## config.mk

```make
export PLATFORM = sky130hd
export DESIGN_NAME = rom_burst_reader_flat
export DESIGN_NICKNAME = d
export VERILOG_FILES = /design/src/rtl/rom_burst_reader_if.sv /design/src/rtl/rom_burst_reader.sv /design/src/flat_wrapper.sv
export SDC_FILE = /design/constraint.sdc
export NUM_CORES = 1
export LEC_CHECK = 0
export BUFFER_PORTS_ARGS = -buffer_cell sky130_fd_sc_hd__buf_2
export CORE_ASPECT_RATIO = 1.1
export CORE_MARGIN = 1
export CORE_UTILIZATION = 55
export DETAILED_ROUTE_END_ITERATION = 7
export PLACE_DENSITY = 0.86
export SLEW_MARGIN = 40
export SYNTH_ARGS = -nofsm -noshare
export SYNTH_HDL_FRONTEND = slang
export SYNTH_SLANG_ARGS = --single-unit
export TNS_END_PERCENT = 20
```

## constraint.sdc

```tcl
create_clock -name clk -period 3.8 [get_ports clk]
set_clock_uncertainty 0.05 [all_clocks]
set_input_delay 0.19 -clock clk [delete_from_list [all_inputs] [get_ports clk]]
set_output_delay 0.19 -clock clk [all_outputs]
set_load 0.1 [all_outputs]
```

## src/rtl/rom_burst_reader_if.sv

```systemverilog
// Burst request / beat response bus between a requester and rom_burst_reader.
interface rom_burst_reader_if #(
   parameter int ADDR_WIDTH = 12,
   parameter int DATA_WIDTH = 8,
   parameter int LEN_WIDTH  = 4
);
   logic                  req_valid;
   logic                  req_ready;
   logic [ADDR_WIDTH-1:0] req_addr;
   logic [LEN_WIDTH-1:0]  req_len;
   logic                  req_fixed;
   logic                  rsp_valid;
   logic                  rsp_ready;
   logic [DATA_WIDTH-1:0] rsp_data;
   logic                  rsp_last;
   logic                  rsp_miss;

   modport master (
      output req_valid, req_addr, req_len, req_fixed, rsp_ready,
      input  req_ready, rsp_valid, rsp_data, rsp_last, rsp_miss
   );

   modport slave (
      input  req_valid, req_addr, req_len, req_fixed, rsp_ready,
      output req_ready, rsp_valid, rsp_data, rsp_last, rsp_miss
   );
endinterface

```

## src/rtl/rom_burst_reader.sv

```systemverilog
// Burst reader over a tiny constant ROM. A request captures start address,
// length and fixed/increment mode; beats are then streamed one per accepted
// handshake, with each beat's ROM word registered one cycle ahead.
module rom_burst_reader #(
   parameter int ADDR_WIDTH   = 12,
   parameter int DATA_WIDTH   = 8,
   parameter int LEN_WIDTH    = 4,
   parameter int DEFAULT_DATA = 255
) (
   input  logic                clk,
   input  logic                rst_n,
   rom_burst_reader_if.slave   bus,
   output logic                busy
);

   typedef enum logic {IDLE, STREAM} state_t;

   state_t                state, state_nxt;
   logic [ADDR_WIDTH-1:0] base_addr, beat_addr;
   logic [LEN_WIDTH-1:0]  len_q, idx, idx_nxt;
   logic                  fixed_q;
   logic                  accept, load_beat, last_nxt;
   logic [DATA_WIDTH-1:0] data_q, rom_data;
   logic                  last_q, miss_q, rom_miss;

   // State register
   always_ff @(posedge clk) begin
      if (!rst_n) state <= IDLE;
      else        state <= state_nxt;
   end

   // Next state, and which beat (if any) gets loaded into the output register
   always_comb begin
      state_nxt = state;
      accept    = 1'b0;
      load_beat = 1'b0;
      idx_nxt   = idx;
      beat_addr = base_addr;
      last_nxt  = last_q;
      case (state)
         IDLE: begin
            if (bus.req_valid) begin
               accept    = 1'b1;
               state_nxt = STREAM;
               load_beat = 1'b1;
               idx_nxt   = '0;
               beat_addr = bus.req_addr;
               last_nxt  = (bus.req_len == '0);
            end
         end
         STREAM: begin
            if (bus.rsp_ready) begin
               if (last_q) begin
                  state_nxt = IDLE;
               end else begin
                  // Prefetch the following beat so transfers run back-to-back
                  load_beat = 1'b1;
                  idx_nxt   = idx + LEN_WIDTH'(1);
                  beat_addr = fixed_q ? base_addr : base_addr + ADDR_WIDTH'(idx_nxt);
                  last_nxt  = (idx_nxt == len_q);
               end
            end
         end
         default: state_nxt = IDLE;
      endcase
   end

   // ROM contents: 0..4 map to themselves, 6 maps to 5, everything else misses
   always_comb begin
      rom_data = DATA_WIDTH'(DEFAULT_DATA);
      rom_miss = 1'b1;
      if (beat_addr <= ADDR_WIDTH'(4)) begin
         rom_data = DATA_WIDTH'(beat_addr);
         rom_miss = 1'b0;
      end else if (beat_addr == ADDR_WIDTH'(6)) begin
         rom_data = DATA_WIDTH'(5);
         rom_miss = 1'b0;
      end
   end

   // Request capture and registered beat outputs (held while stalled)
   always_ff @(posedge clk) begin
      if (!rst_n) begin
         base_addr <= '0;
         len_q     <= '0;
         fixed_q   <= 1'b0;
         idx       <= '0;
         data_q    <= '0;
         last_q    <= 1'b0;
         miss_q    <= 1'b0;
      end else begin
         if (accept) begin
            base_addr <= bus.req_addr;
            len_q     <= bus.req_len;
            fixed_q   <= bus.req_fixed;
         end
         if (load_beat) begin
            idx    <= idx_nxt;
            data_q <= rom_data;
            last_q <= last_nxt;
            miss_q <= rom_miss;
         end
      end
   end

   assign bus.req_ready = (state == IDLE);
   assign bus.rsp_valid = (state == STREAM);
   assign busy          = (state == STREAM);
   assign bus.rsp_data  = data_q;
   assign bus.rsp_last  = last_q;
   assign bus.rsp_miss  = miss_q;

endmodule

```

## src/flat_wrapper.sv

```systemverilog
// flat-port wrapper written by rule: the top's interface ports become plain ports
module rom_burst_reader_flat 
#(
   parameter int ADDR_WIDTH   = 12,
   parameter int DATA_WIDTH   = 8,
   parameter int LEN_WIDTH    = 4,
   parameter int DEFAULT_DATA = 255
)
  (clk, rst_n, busy, bus_req_valid, bus_req_addr, bus_req_len, bus_req_fixed, bus_rsp_ready, bus_req_ready, bus_rsp_valid, bus_rsp_data, bus_rsp_last, bus_rsp_miss);
  rom_burst_reader_if #(.ADDR_WIDTH(ADDR_WIDTH), .DATA_WIDTH(DATA_WIDTH), .LEN_WIDTH(LEN_WIDTH)) bus_i ();
  input  logic clk;
  input  logic rst_n;
  output logic busy;
  input wire logic [$bits(bus_i.req_valid)-1:0] bus_req_valid;
  input wire logic [$bits(bus_i.req_addr)-1:0] bus_req_addr;
  input wire logic [$bits(bus_i.req_len)-1:0] bus_req_len;
  input wire logic [$bits(bus_i.req_fixed)-1:0] bus_req_fixed;
  input wire logic [$bits(bus_i.rsp_ready)-1:0] bus_rsp_ready;
  output wire logic [$bits(bus_i.req_ready)-1:0] bus_req_ready;
  output wire logic [$bits(bus_i.rsp_valid)-1:0] bus_rsp_valid;
  output wire logic [$bits(bus_i.rsp_data)-1:0] bus_rsp_data;
  output wire logic [$bits(bus_i.rsp_last)-1:0] bus_rsp_last;
  output wire logic [$bits(bus_i.rsp_miss)-1:0] bus_rsp_miss;
  assign bus_i.req_valid = bus_req_valid;
  assign bus_i.req_addr = bus_req_addr;
  assign bus_i.req_len = bus_req_len;
  assign bus_i.req_fixed = bus_req_fixed;
  assign bus_i.rsp_ready = bus_rsp_ready;
  assign bus_req_ready = bus_i.req_ready;
  assign bus_rsp_valid = bus_i.rsp_valid;
  assign bus_rsp_data = bus_i.rsp_data;
  assign bus_rsp_last = bus_i.rsp_last;
  assign bus_rsp_miss = bus_i.rsp_miss;
  rom_burst_reader #(.ADDR_WIDTH(ADDR_WIDTH), .DATA_WIDTH(DATA_WIDTH), .LEN_WIDTH(LEN_WIDTH), .DEFAULT_DATA(DEFAULT_DATA)) u_core (.clk(clk), .rst_n(rst_n), .bus(bus_i), .busy(busy));
endmodule
```

; ---- Word level (Yosys, flattened, before mapping)
; Cells that the tools add are included.
[totals]
ff_bits = 32
input_bits = 21
out_inout_bits = 13
[op_classes]
n_mux = 24
n_eq_ne = 5
n_reduce_logical = 3
bitwise = 1
order_cmp = 1
add_sub_neg = 2
[ops]
columns = operator, count
row1 = 2-to-1 mux 12 bit, 4
row2 = case mux 12 bit (2 select lines), 1
row3 = 2-to-1 mux 8 bit, 2
row4 = adder 12 x 4 -> 12 bit, 1
row5 = "equality test 12 x 3 -> 1 bit, second input constant", 1
row6 = "less-or-equal comparator 12 x 3 -> 1 bit, second input constant", 1
row7 = 2-to-1 mux 4 bit, 3
row8 = 2-to-1 mux 1 bit, 10
row9 = case mux 4 bit (2 select lines), 1
row10 = "!= test 2 bit, second input constant", 3
row11 = case mux 1 bit (2 select lines), 3
row12 = "adder 4 x 1 -> 4 bit, second input constant", 1
row13 = equality test 4 bit, 1
row14 = zero test 4 bit, 1
row15 = AND reduction 4 bit, 1
row16 = AND reduction 3 bit, 1
row17 = NOT 1 bit, 1

; ---- Logic depth before layout (Yosys ltp)
; Gate-level depths: netlist of run 1.
[depth]
depth_word = 9
mapped_depth = 9
mapped_depth_nobuf = 9

; ---- Worst setup path before layout of run 1
; OpenSTA, ideal clock, no wires.
[synth_path]
path_type = reg2reg
from = register u_core.idx[0]
to = register u_core.data_q[2], in the netlist u_core.bus.rsp_data[2]
period_less_slack_ns = 2.748
arrival_ns = 2.565
setup_slack_ns = 1.052
stages_incl_launch_ff = 9
required_time_ns = 3.617
path_cell_list = dfxtp_1 ha_1 fa_1 and3_1 o21ai_1 mux2_2 a22o_1 nor4_4 a21oi_1
[synth_between]
elab_chain_len = 8
[synth_lines]
columns = item, line_no
row1 = from (decl), rom_burst_reader.sv:20  ; logic [LEN_WIDTH-1:0] len_q, idx, idx_nxt;
row2 = from (signal assigned), rom_burst_reader.sv:98  ; idx <= idx_nxt;
row3 = adder 4 x 1 -> 4 bit *, rom_burst_reader.sv:58  ; idx_nxt = idx + LEN_WIDTH'(1);
row4 = adder 12 x 4 -> 12 bit *, rom_burst_reader.sv:59  ; beat_addr = fixed_q ? base_addr : base_addr + ADDR_WIDTH'(idx_nxt);
row5 = 2-to-1 mux 12 bit *, rom_burst_reader.sv:59
row6 = 2-to-1 mux 12 bit *, rom_burst_reader.sv:53  ; if (last_q) begin
row7 = 2-to-1 mux 12 bit *, rom_burst_reader.sv:52  ; if (bus.rsp_ready) begin
row8 = case mux 12 bit (2 select lines) *, rom_burst_reader.sv:40  ; case (state)
row9 = less-or-equal comparator 12 x 3 -> 1 bit, rom_burst_reader.sv:72  ; if (beat_addr <= ADDR_WIDTH'(4)) begin
row10 = 2-to-1 mux 8 bit *, rom_burst_reader.sv:72
row11 = to (signal assigned), rom_burst_reader.sv:99  ; data_q <= rom_data;
row12 = to (decl), rom_burst_reader.sv:23  ; logic [DATA_WIDTH-1:0] data_q, rom_data;
; Every way passes the cells marked *; elsewhere a longest branch is shown, timed or not.
; A chain may end at the register's enable or synchronous reset.

; ---- Worst setup path in the final report of run 1
[layout_path]
from = register u_core.idx[0]
to = register u_core.data_q[5], in the netlist u_core.bus.rsp_data[5]
[layout_between]
elab_chain_len = 9
[layout_lines]
columns = item, line_no
row1 = adder 4 x 1 -> 4 bit *, rom_burst_reader.sv:58
row2 = adder 12 x 4 -> 12 bit *, rom_burst_reader.sv:59
row3 = 2-to-1 mux 12 bit *, rom_burst_reader.sv:59
row4 = 2-to-1 mux 12 bit *, rom_burst_reader.sv:53
row5 = 2-to-1 mux 12 bit *, rom_burst_reader.sv:52
row6 = case mux 12 bit (2 select lines) *, rom_burst_reader.sv:40
row7 = "parallel branches: the longest is 2 deep, another holds less-or-equal comparator 12 x 3 -> 1 bit", n/a
row8 = 2-to-1 mux 8 bit *, rom_burst_reader.sv:72
; Mark *: on every way between the ends.

==> results.py, run 1 <==
metrics = {
    "run": {
        "maxCapViolCount": 0,
    },
    "placement": {
        "port_buffers": 33,
        "gp_congestion": 0.8802,
        "hpwl_um": 3006,
    },
    "power_and_ir_drop": {
        "internal_power_w": 0.0005521,
        "clkPwrFrac": 0.301,
        "finalPower_w": 0.0008594,
        "p_per_area_nw_per_um2": 412.0,
        "p_switching_w": 0.0003073,
        "p_leak_nw": 0.8482,
        "p_sw_frac": 0.3576,
        "seq_power_share": 0.442,
        "ir_drop_mv": 0.3339,
        "pwr-share-comb": 0.258,
    },
    "global_routing": {
        "grt_usage": 0.2592,
        "grt_start_max_net_pins": 33,
        "overflow": 0,
        "antenna_found_initial": 0,
        "use_met3": 0.06004,
        "grt_pass1_vias": 1617,
        "grt_util_met2": 0.4353,
        "grtUsageMet1": 0.3212,
        "grt_pass1_wl_um": 7293,
        "grt.busiest_layer": "met2",
    },
    "setup_path": {
        "cp_top_family": "compound AO/OA/AOI/OAI gates",
        "crit_type": "flop to flop",
        "critPathMaxFanout": 9,
        "cp.arrival_ns": 3.27,
        "path_buf_inv": 0,
        "crit_path_max_incr_delay_ns": 0.42,
        "worstPathRequired_ns": 3.96,
        "crit_chain": "nand3_1 > xnor2_1 > ha_1 > a21o_1 > o21ai_1 > mux2_2 > a22o_1 > nor4_4 > a21oi_1",
        "cp-start-kind": "flop",
        "critPathCaptureType": "flop",
        "slowest_stage": "dfxtp_1",
        "r2r_slack_ns": 0.69,
    },
    "finish": {
        "antennaDiodeCount": 0,
        "fin_nets": 287,
        "syn_to_final_growth_pct": 13.63,
        "utilization": 0.6727,
        "drive_above_1_share": 0.1808,
    },
    "detailed_routing": {
        "vias": 1739,
        "drt-total-wl_um": 4140,
        "via_per_inst": 5.915,
        "drc_errors": 2,
        "drtPass1Iterations": 6,
        "first_iter_violations": 109,
        "wl_per_cell_um": 14.08,
        "drtAntennaViolNets": 0,
    },
    "yosys": {
        "synth_commonest_cells": "nand2_1, dfxtp_1, a21boi_0, a21oi_1, o21ai_0",
        "synth_edf_count": 0,
        "synth_top_family_by_area": "simple AND/OR/NAND/NOR gates",
        "synth_compound_area_frac": 0.2570,
        "seq_area_frac_synth": 0.3490,
        "avgSynthCellArea_um2": 8.015,
        "syn_area_um2": 1836,
        "yosys-top-cells-area": "dfxtp_1, nand2_1, a21boi_0",
        "syn_inst": 229,
        "syn_nets": 257,
        "synth-simple-area-share": 0.2618,
        "yosys.area_share.adder": 0.05181,
        "synth-main-ff-cell": "dfxtp_1",
        "synth_top_area_cell": "dfxtp_1",
        "yosys_warnings": 0,
        "synthMuxAreaShare": 0.01227,
        "synth_top_area_frac": 0.3490,
        "synth_most_common_cell": "nand2_1",
        "ys_seq_elements": 32,
        "synth-async-reset-ratio": 0,
        "ys_types": 44,
        "yosys.area_share.xor_xnor": 0.03340,
    },
    "floorplanning": {
        "rows": 21,
        "io_pins": 34,
        "core-area_um2": 3100,
        "start_util": 0.5920,
        "dieWidth_um": 57.08,
        "die_area_um2": 3573,
        "die_h_um": 62.59,
    },
    "clocking": {
        "cts_resized": 0,
        "cts_tree": "done",
        "clock-sinks": 32,
        "post-cts-setup-buffers": 0,
        "cts_buffers": 5,
        "path_clk_slew_ns": 0.11,
        "clk_latency_ns": 0.34,
        "cts_max_level": 2,
        "cts_buffer_depth": 2,
        "clockRootBuffer": "clkbuf_4",
        "holdBufCountCts": 0,
    },
    "timing": {
        "maxSlewHeadroom": 0.5588,
        "slew_violations": 0,
        "setup_tns_ns": 0,
        "worst_pin_slew_ns": 0.6604,
        "setup_viol": 0,
        "fin_crit_sh": 0.8177,
        "rsz0062_at_grt": "false",
        "fin_crit_ns": 3.107,
        "hold_violations": 0,
        "max_freq_mhz": 321.8,
    },
    "outcome": {
        "status": "finished with violations",
        "violations": "design-rule violations",
    },
    "hold_path": {
        "min_path_type": "primary input to flop",
    },
}
## worst reg2reg max path: cells and delay by family, from the launching register on
kind	cells	cell delay, ns
XOR/XNOR	1	0.40
flip-flops	1	0.42
AO/OA/AOI/OAI	4	0.89
AND/OR/NAND/NOR	2	0.49
multiplexers	1	0.37
adder cells (fa/ha/maj)	1	0.36
## worst paths after layout
check | from | endpoint | cells past startpoint
worst max-delay path | u_core.idx[0]$_SDFFE_PN0P_ | u_core.bus.rsp_data[5]$_SDFFE_PN0P_ | 9
worst min-delay path | bus_req_addr[11] | u_core.base_addr[11]$_SDFFE_PN0P_ | 3
worst max register to register | u_core.idx[0]$_SDFFE_PN0P_ | u_core.bus.rsp_data[5]$_SDFFE_PN0P_ | 9
worst min register to register | u_core.len_q[2]$_SDFFE_PN0P_ | u_core.len_q[2]$_SDFFE_PN0P_ | 2
## area by class of cell
class / count / area (um2)
clock buffer: 5 / 37.54
clock inverter: 3 / 42.54
fill: 264 / 1015
inverter: 3 / 11.26
multi-input combinational: 182 / 1131
sequential: 32 / 640.6
tap: 34 / 42.54
timing repair buffer: 35 / 180.2
## registers in the layout (all words and copies together), names as in the netlist
name and flops:
u_core.len_q 4, u_core.bus.rsp_data 8, u_core.bus.rsp_last 1, u_core.bus.rsp_valid 1, u_core.base_addr 12, u_core.bus.rsp_miss 1
u_core.idx 4, u_core.fixed_q 1
## power by group through the flow
stage	Sequential (W)	Combinational, W	Clock (W)
2_1_floorplan	0.000463	0.0000984	0
3_3_place_gp	0.000386	0.000219	0
3_5_place_dp	0.000386	0.000221	0
4_1_cts	0.000379	0.000222	0.000260
5_1_grt	0.000383	0.000239	0.000274
6_report	0.000379	0.000222	0.000258
## placed cells by master, fill, tap and decap left out, types with 6 or more instances in the layout
| master | count |
|---|---|
| nand2_1 | 43 |
| buf_2 | 33 |
| dfxtp_1 | 32 |
| a21boi_0 | 21 |
| a21oi_1 | 19 |
| o21ai_0 | 13 |
| nor2_1 | 10 |
| nand3_1 | 7 |
| ha_1 | 6 |
## kinds of logic after synthesis
logic type	after synthesis
and+or+nand+nor	93
AOI/OAI and AO/OA	73
buffers and inverters	15
muxes	2
DFF	32
xor gates and xnor gates	7
adders and majority gates	7
## metal layers
metal | vias up | part of all wire
met2 | 48 | 0.48
li1 | 882 | -
met1 | 797 | 0.46
met4 | 0 | 0.020
met3 | 12 | 0.043
met5 | - | 0
## per-stage QoR
stage | hold slack (ns) | area (um2) | worst slack [ns] | cells
6_report | 0.04647 | 2086 | 0.6927 | 294
5_1_grt | 0.05760 | 2086 | 0.4634 | 294
4_1_cts | 0.04363 | 2086 | 0.7033 | 294
3_5_place_dp | 0.4056 | 2006 | 0.7296 | 286
3_3_place_gp | 0.3976 | 2006 | 0.8532 | 286
2_1_floorplan | 0.2473 | 1836 | 1.052 | 229
No activity file was read; power rests on OpenSTA's default activity.
==> inputs of run 2 (changes only) <==
- clock period: 3.8 -> 3 ns (I/O delays scaled with it)
==> run 2 against run 1 <==
  * The flow still finishes with violations (design-rule violations)
  * Final area up 3.3%
  * Critical path depth stayed put
  * Sequential cell count stayed put
  * Non-clock buffer count grew 7
  * Largest power group unchanged
  * Register-to-register slack worse by 0.55 ns
  * Via count increased by 3.5%
==> results.py, run 2 (synthesis gave the netlist of run 1 again) <==
metrics = {
    "power_and_ir_drop": {
        "p_per_area_nw_per_um2": 477.8,
        "p_leak_nw": 0.8827,
        "finalPower_w": 0.001030,
        "ir_drop_mv": 0.3141,
    },
    "detailed_routing": {
        "drt-total-wl_um": 4216,
        "wl_per_cell_um": 14.01,
        "first_iter_violations": 109,
        "drtAntennaViolNets": 0,
        "via_per_inst": 5.980,
        "drc_errors": 2,
        "drtPass1Iterations": 6,
        "vias": 1800,
    },
    "finish": {
        "antennaDiodeCount": 0,
        "utilization": 0.6949,
        "drive_above_1_share": 0.2022,
        "layout_common_cells": "nand2_1, buf_2, dfxtp_1, a21boi_0, a21oi_1",
        "largest_register_ffs": 12,
        "layout_commonest_cell": "nand2_1",
        "stdcell_count": 301,
        "fin_nets": 294,
        "max_flop_register": "u_core.base_addr",
        "syn_to_final_growth_pct": 17.38,
    },
    "timing": {
        "worst_pin_slew_ns": 0.4844,
        "max_freq_mhz": 350.6,
        "maxSlewHeadroom": 0.6793,
        "setup_viol": 0,
        "fin_crit_sh": 0.9508,
        "hold_violations": 0,
        "slew_violations": 0,
        "setup_tns_ns": 0,
        "fin_crit_ns": 2.852,
        "rsz0062_at_grt": "false",
    },
    "global_routing": {
        "grt_pass1_wl_um": 7224,
        "grt_start_max_net_pins": 33,
        "antenna_found_initial": 0,
        "overflow": 0,
        "grt_pass1_vias": 1659,
        "grt_usage": 0.2603,
    },
    "clocking": {
        "clock-sinks": 32,
        "cts_tree": "done",
        "cts_buffers": 5,
        "cts_max_level": 2,
        "clk_latency_ns": 0.34,
        "path_clk_slew_ns": 0.10,
        "cts_buffer_depth": 2,
        "clockRootBuffer": "clkbuf_4",
    },
    "outcome": {
        "status": "finished with violations",
        "violations": "design-rule violations",
    },
    "run": {
        "maxCapViolCount": 0,
    },
    "floorplanning": {
        "core-area_um2": 3100,
        "io_pins": 34,
        "rows": 21,
        "dieWidth_um": 57.08,
        "die_area_um2": 3573,
        "start_util": 0.5920,
        "die_h_um": 62.59,
    },
    "setup_path": {
        "worstPathRequired_ns": 3.17,
        "critPathCaptureType": "flop",
        "cp.arrival_ns": 3.02,
        "crit_type": "flop to flop",
        "critPathMaxFanout": 9,
        "cp-start-kind": "flop",
    },
    "placement": {
        "gp_congestion": 0.8872,
        "dp.cells": 290,
        "hpwl_um": 2985,
        "port_buffers": 33,
    },
    "hold_path": {
        "min_path_type": "primary input to flop",
    },
}
-- run 2: cell count changes in the layout (fill, tap and decap cells not counted), sizes merged --
cell,change
buf,+4
clkbuf,+3
dlygate4sd3,+3
bufinv,-1
clkinv,-1
clkinvlp,-1
-- run 2: path summary, 6_finish.rpt --
| path | slack [ns] | start | to | cells after the start |
|---|---|---|---|---|
| max | 0.15 | u_core.idx[0]$_SDFFE_PN0P_ | u_core.bus.rsp_data[3]$_SDFFE_PN0P_ | 9 |
| min | 0.003 | bus_req_addr[4] | u_core.base_addr[4]$_SDFFE_PN0P_ | 3 |
| max reg2reg | 0.15 | u_core.idx[0]$_SDFFE_PN0P_ | u_core.bus.rsp_data[3]$_SDFFE_PN0P_ | 9 |
| min reg2reg | 0.44 | u_core.len_q[1]$_SDFFE_PN0P_ | u_core.len_q[1]$_SDFFE_PN0P_ | 2 |
-- run 2: final cells by class --
type,instances,area [um2]
fill,260,945.9
sequential,32,641.9
tap,34,42.54
inverter,3,11.26
clock buffer,8,58.81
timing repair buffer,42,244.0
multi-input combinational,182,1156
-- run 2: what timing repair did --
action,CTS,global route
resized for setup,0,6
endpoints found under the setup margin,0,9
buffers inserted,0,0
endpoints found under the hold margin,2,1
hold buffers,2,1
-- run 2: where the power goes --
group,internal (W),leakage [nW],switching (W)
Sequential,0.000453,0.264,0.0000249
Clock,0.000115,0.0326,0.000145
Combinational,0.0000788,0.586,0.000212
Total,0.000648,0.883,0.000382
-- run 2: critical path, cell delays in order (launching register included) --
cell     delay, ns
dfxtp_2       0.36
ha_1          0.38
fa_1          0.46
and3_1        0.26
o21ai_2       0.22
mux2_2        0.37
a22o_1        0.24
nor4_4        0.16
buf_6         0.17
a21oi_1       0.07
-- run 2: metal layers --
metal	track usage	share of wire	up-vias
li1	-	-	894
met1	0.3256	0.45	859
met2	0.4206	0.49	39
met3	0.06004	0.040	8
met4	0.1189	0.019	0
met5	0	0	-
-- run 2: per-stage QoR --
stage               setup slack, ns  hold WS [ns]  cell area, um2
floorplan                    0.2519        0.2073            1836
global placement             0.1830        0.3561            2036
detailed placement           0.1057        0.3648            2036
CTS                         0.07273      0.001251            2115
global route                0.02731      0.009678            2155
finish                       0.1475      0.003395            2155
